### src/rtl/full.sv
// full: parameterizable ripple-carry full adder with a load-enabled registered result
module full #(
  parameter int WIDTH = 1
) (
  input  logic             clk,
  input  logic             rst,
  input  logic [WIDTH-1:0] A,
  input  logic [WIDTH-1:0] B,
  input  logic             Cin,
  input  logic             load,
  output logic [WIDTH-1:0] Sum,
  output logic             Carry,
  output logic [WIDTH-1:0] G,
  output logic [WIDTH-1:0] P,
  output logic [WIDTH-1:0] Sum_q,
  output logic             Carry_q,
  output logic             valid_q
);
  logic [WIDTH:0] c;
  assign G = A & B;
  assign P = A ^ B;
  assign c[0] = Cin;
  assign Carry = c[WIDTH];
  for (genvar i = 0; i < WIDTH; i++) begin : g_bit
    assign Sum[i] = P[i] ^ c[i];
    assign c[i+1] = G[i] | (c[i] & P[i]);
  end
  // capture the combinational result on load; reset clears the copy immediately
  always_ff @(posedge clk or posedge rst)
    if (rst) begin
      Sum_q   <= '0;
      Carry_q <= 1'b0;
      valid_q <= 1'b0;
    end else if (load) begin
      Sum_q   <= Sum;
      Carry_q <= Carry;
      valid_q <= 1'b1;
    end
endmodule

### config.mk
export PLATFORM = sky130hd
export DESIGN_NAME = full
export DESIGN_NICKNAME = d
export VERILOG_FILES = /design/src/rtl/full.sv
export SDC_FILE = /design/constraint.sdc
export NUM_CORES = 1
export LEC_CHECK = 0
export CAP_MARGIN = 20
export CORE_AREA = 2 2 39 41
export DETAILED_ROUTE_END_ITERATION = 10
export DIE_AREA = 0 0 41 43
export HOLD_SLACK_MARGIN = 0.1
export SYNTH_ARGS = -nofsm -noshare
export SYNTH_HDL_FRONTEND = slang
export SYNTH_SLANG_ARGS = --single-unit
### constraint.sdc
create_clock -name clk -period 1.2 [get_ports clk]
set_input_delay 0.24 -clock clk [delete_from_list [all_inputs] [get_ports clk]]
set_output_delay 0.24 -clock clk [all_outputs]
set_load 0.01 [all_outputs]
==> results of run 1 <==
## cells in the mapped netlist
master and number:
ha_1 1, mux2_2 2, fa_1 1, inv_1 1
or2_2 1, dfrtp_1 3
## flip-flops by register name, summed over array words and instances, names as in the netlist
signal   count
Sum_q        1
valid_q      1
Carry_q      1
## routing by layer
layer | up-vias | routed length, um | share of wire
met5 | - | 0 | 0
met4 | 0 | 8 | 0.018
met3 | 2 | 70 | 0.16
met2 | 13 | 178 | 0.40
met1 | 64 | 185 | 0.42
li1 | 61 | - | -
## kinds of logic (layout without fill, tap and decap cells)
logic type               after synthesis  count (layout)  synth area share
flip-flops                             3               3             0.536
adder cells (fa/ha/maj)                2               2             0.232
multiplexers                           2               2             0.161
AND/OR/NAND/NOR                        1               1            0.0447
buffers and inverters                  1              17            0.0268
## cells in the final DEF (no fill, tap or decap), drive strengths merged
cell,synthesis,layout
or2,1,1
clkdlybuf4s15,0,1
inv,1,1
clkdlybuf4s50,0,2
ha,1,1
dlygate4sd2,0,4
buf,0,5
mux2,2,2
clkbuf,0,4
dfrtp,3,3
fa,1,1
## cell type report
cell class,count,area share
Clock buffer,4,0.0850
Timing Repair Buffer,12,0.389
Multi-Input combinational cell,5,0.206
Sequential cell,3,0.243
Inverter,1,0.0121
Tap cell,16,0.0648
## through the flow
step           setup TNS (ps)  hold slack [ps]
2_1_floorplan               0            -6.36
3_3_place_gp            -3340              417
3_5_place_dp            -3340              423
4_1_cts                 -48.9              177
5_1_grt                 -65.4              185
6_report                -53.3              180
## power by group
group | switching [W] | internal, W
registers | 0.00000510 | 0.000113
clock network | 0.0000485 | 0.000124
logic | 0.0000392 | 0.0000615
total | 0.0000928 | 0.000299
## timing repair
item                                    4_1_cts  5_1_grt
pin swaps                                     1        1
gates resized for setup                      31        2
gates cloned                                  0        0
endpoints found under the setup margin        9        1
## critical path, stage by stage
cell	delay (ps)
buf_8	100
fa_2	570
buf_6	100
## how the worst max path moves through the flow
stage               depth (start not counted)           endpoint  start
floorplan                                   2  Sum_q$_DFFE_PP0P_      A
global placement                            3                Sum      A
detailed placement                          3                Sum      A
CTS                                         3                Sum      A
global route                                3                Sum    Cin
finish                                      3                Sum    Cin
==> results.md, run 1 <==
* Setup bufs post-CTS at 0
* Largest net degree at the start of global routing at 4
* GRT Total Usage at 0.0693
* CP required at 960 ps
* Min-delay worst type: in -> async
* FF+latch area at 75.1 um2
* Vias per cell at 3.41
* Rows at 14
* Placeable Area at 1380 um2
* Cell count after synthesis at 9
* HPWL Detailed at 332 um
* Total number of vias at 140
* Chip height at 43 um
* DRT antenna net count at 0
* Failing checks: setup timing
* H-tree levels at 1
* CTS Root Cell: clkbuf_4
* Measured slew at the worst slew-check pin at 116 ps
* # DRC at 0
* Peak Freq at 798 MHz
* FF-to-FF path depth at 1
* Crit Path Class: in -> out
* Post-synth cell types at 6
* Die area at 1760 um2
* GR Util met1 at 0.0677
* Final Max Tran Viols at 0
* Outcome: finished with violations
* DR WL/cell at 10.8 um
* Post-synthesis register bit count at 3
* First DRT Iteration DRCs at 0
* Initial Utilization at 0.101
* Post-route cell area at 309 um2
* Pre-CTS WS at -829 ps
* Bufs on Longest Clock Path at 2
* M2 GR Usage at 0.0781
* PortBufs at 12
* Worst flop-to-flop path endpoint: valid_q$_DFFE_PP0P_
* Max-cap violations at 0
* CTS Buf Count at 3
* Crit. End Element: output pin
* Fill count at 147
* Worst setup margin at -53.3 ps
* Final min period at 1250 ps
* Worst-Skew Late Latency at 230 ps
* Final WL at 443 um
* Static Leak at 0.137 nW
* Netlist Area Pre-Place at 140 um2
* Area growth from synthesis to layout at 121%
* Largest cells by area after synthesis: dfrtp_1 54%, mux2_2 16%, fa_1 14%
* Worst reg2reg setup slack at 450 ps
* Tcrit/Tclk final at 1.04
* Maximum vdd ir drop at 0.334 mV
* Number of global-route vias before repair at 166
* Layout cells sized above 1 at 0.520
* Layout Nets at 34
* Relative slew slack at 0.923
* Initial antenna violation count at 0
* Mean Syn Cell Area at 15.6 um2
* 1st-pass router iterations at 1
* Yosys top cell area share at 0.536
* Power Total at 0.000391 W
* Final setup vio count at 1
* Pwr dens at 1270 nW/um2
* CP Launch Type: primary input
* Critical Path Fanout Max at 2
* Placed cell areas at 280 um2
* Arr. time, crit path at 1010 ps
* FF-to-FF Start: valid_q$_DFFE_PP0P_
* CTS clk-pin slew, worst paths at 40 ps
* Most used routing layer: met2
* Placed insts at 37
* RSZ-0062 raised after global routing: true
* RePlAce Congestion at 0.518
* Combined area of the multi-input logic cells at 63.8 um2
* First-pass GRT wire length at 710 um
* Final Hold Vio Count at 0
* Area leader, netlist: dfrtp_1
* CTS tree: yes
* Max Clock Skew at 0 ps
* Seq/Total Area, Yosys at 0.536
* Synth Warn # at 0
* Net count after synthesis at 17
* Clk sinks at 3
* Diode count at 0
* Die span in x at 41 um
* Fin cells at 41
* Hold Buf Count CTS at 0
* Io pins at 13
* Met3 Use GR at 0.0733
* Core Util, Final at 0.223
* GR Overflow Total at 0
Power figures use the tool's default switching activity.
==> inputs of run 2 (changes only) <==
--- a/config.mk
+++ b/config.mk
@@ -10,6 +10,7 @@
 export DETAILED_ROUTE_END_ITERATION = 10
 export DIE_AREA = 0 0 41 43
 export HOLD_SLACK_MARGIN = 0.1
+export SKIP_CTS_REPAIR_TIMING = 1
 export SYNTH_ARGS = -nofsm -noshare
 export SYNTH_HDL_FRONTEND = slang
 export SYNTH_SLANG_ARGS = --single-unit
==> constraint.sdc (replaced) <==
create_clock -name clk -period 1.4 [get_ports clk]
set_input_delay 0.28 -clock clk [delete_from_list [all_inputs] [get_ports clk]]
set_output_delay 0.28 -clock clk [all_outputs]
set_load 0.01 [all_outputs]
==> results.md, run 2 (synthesized netlist as in run 1, its figures left out) <==
* First DRT Iteration DRCs at 0
* Crit. End Element: output pin
* Final setup vio count at 0
* CP Launch Type: primary input
* Crit Path Class: in -> out
* Arr. time, crit path at 1090 ps
* Total number of vias at 142
* Internal power at 0.000256 W
* Worst flop-to-flop path endpoint: valid_q$_DFFE_PP0P_
* Io pins at 13
* # DRC at 0
* Final min period at 1370 ps
* PortBufs at 12
* Static Leak at 0.197 nW
* DRT antenna net count at 0
* Combinational group share of total power at 0.256
* Layout cells sized above 1 at 0.346
* Fin cells at 42
* Clock share of power at 0.441
* Final WL at 464 um
* RePlAce Congestion at 0.525
* Worst-Skew Late Latency at 230 ps
* CTS tree: yes
* Placeable Area at 1380 um2
* Die area at 1760 um2
* FF+latch area at 75.1 um2
* Initial Utilization at 0.101
* Sw frac at 0.240
* Area growth from synthesis to layout at 131%
* Initial antenna violation count at 0
* Fill count at 153
* Relative slew slack at 0.900
* CTS Buf Count at 3
* Tcrit/Tclk final at 0.978
* First-pass GRT wire length at 621 um
* CP required at 1120 ps
* Diode count at 0
* FF-to-FF Start: valid_q$_DFFE_PP0P_
* Max Clock Skew at 0 ps
* Measured slew at the worst slew-check pin at 150 ps
* Worst reg2reg setup slack at 640 ps
* Most frequent cells in the layout: 8 x dlymetal6s2s_1, 3 x dfrtp_1, 3 x clkbuf_4
* Final Hold Vio Count at 0
* 1st-pass router iterations at 1
* Combined area of the multi-input logic cells at 61.3 um2
* Placed cell areas at 280 um2
* Largest net degree at the start of global routing at 4
* Vias per cell at 3.38
* Max-cap violations at 0
* Placed insts at 37
* Post-route cell area at 324 um2
* Clk sinks at 3
* NetSw at 0.0000805 W
* Most common cell after layout, fill and taps aside: dlymetal6s2s_1
* Bufs on Longest Clock Path at 2
* GRT Total Usage at 0.0654
* Maximum vdd ir drop at 0.158 mV
* Final Max Tran Viols at 0
* Pre-CTS WS at -735 ps
* Seq pwr share at 0.302
* Pwr dens at 1040 nW/um2
* H-tree levels at 1
* CTS clk-pin slew, worst paths at 40 ps
* Outcome: complete, no violations
* CTS Root Cell: clkbuf_4
* Worst setup margin at 30.6 ps
* GR Overflow Total at 0
* Layout Nets at 35
* Peak Freq at 730 MHz
* DR WL/cell at 11.0 um
* FF-to-FF path depth at 1
* Largest regs: Carry_q (1), Sum_q (1), valid_q (1)
* Number of global-route vias before repair at 165
* Die span in x at 41 um
* HPWL Detailed at 363 um
* Chip height at 43 um
* Critical Path Fanout Max at 2
* Hold_ws at 229 ps
* Rows at 14
* Min-delay worst type: in -> async
==> run 2: through the flow <==
step                       util  setup TNS [ps]  total power [W]
final                     0.234               0         0.000336
after floorplan               -               0         0.000134
after CTS                 0.222           -2240         0.000354
after detailed placement  0.203           -2640         0.000195
after global placement    0.203           -2550         0.000190
after global routing      0.234           -11.1         0.000359
==> run 2: routing by layer <==
layer	global-route usage	vias to the layer above	share of wire
met4	0.100	0	0.0086
met5	0	-	0
li1	-	64	-
met2	0.0750	13	0.44
met1	0.0550	63	0.37
met3	0.0471	2	0.18
==> run 2: cell type report <==
class / instances / area share
clock buffer: 4 / 0.0811
multi-input combinational: 5 / 0.189
sequential: 3 / 0.232
inverter: 1 / 0.0116
tap: 16 / 0.0618
timing repair buffer: 13 / 0.425
==> run 2: worst max-delay path: stages <==
cell	delay [ps]
dlymetal6s2s_1	150
fa_1	530
buf_2	130
==> run 2: how the worst max path moves through the flow <==
stage                     from                 to  slack (ps)  cells past startpoint
after floorplan              A  Sum_q$_DFFE_PP0P_         190                      2
after global placement       A                Sum        -720                      3
after detailed placement     A                Sum        -740                      3
after CTS                    A                Sum        -740                      3
after global routing         B                Sum         -10                      3
final                        B                Sum          30                      3
==> run 2: power groups by stage <==
stage	combinational (W)	clock, W	sequential (W)
2_1_floorplan	0.0000272	0	0.000107
3_3_place_gp	0.0000887	0	0.000102
4_1_cts	0.0000929	0.000159	0.000102
5_1_grt	0.0000941	0.000163	0.000102
3_5_place_dp	0.0000921	0	0.000103
6_report	0.0000862	0.000148	0.000102
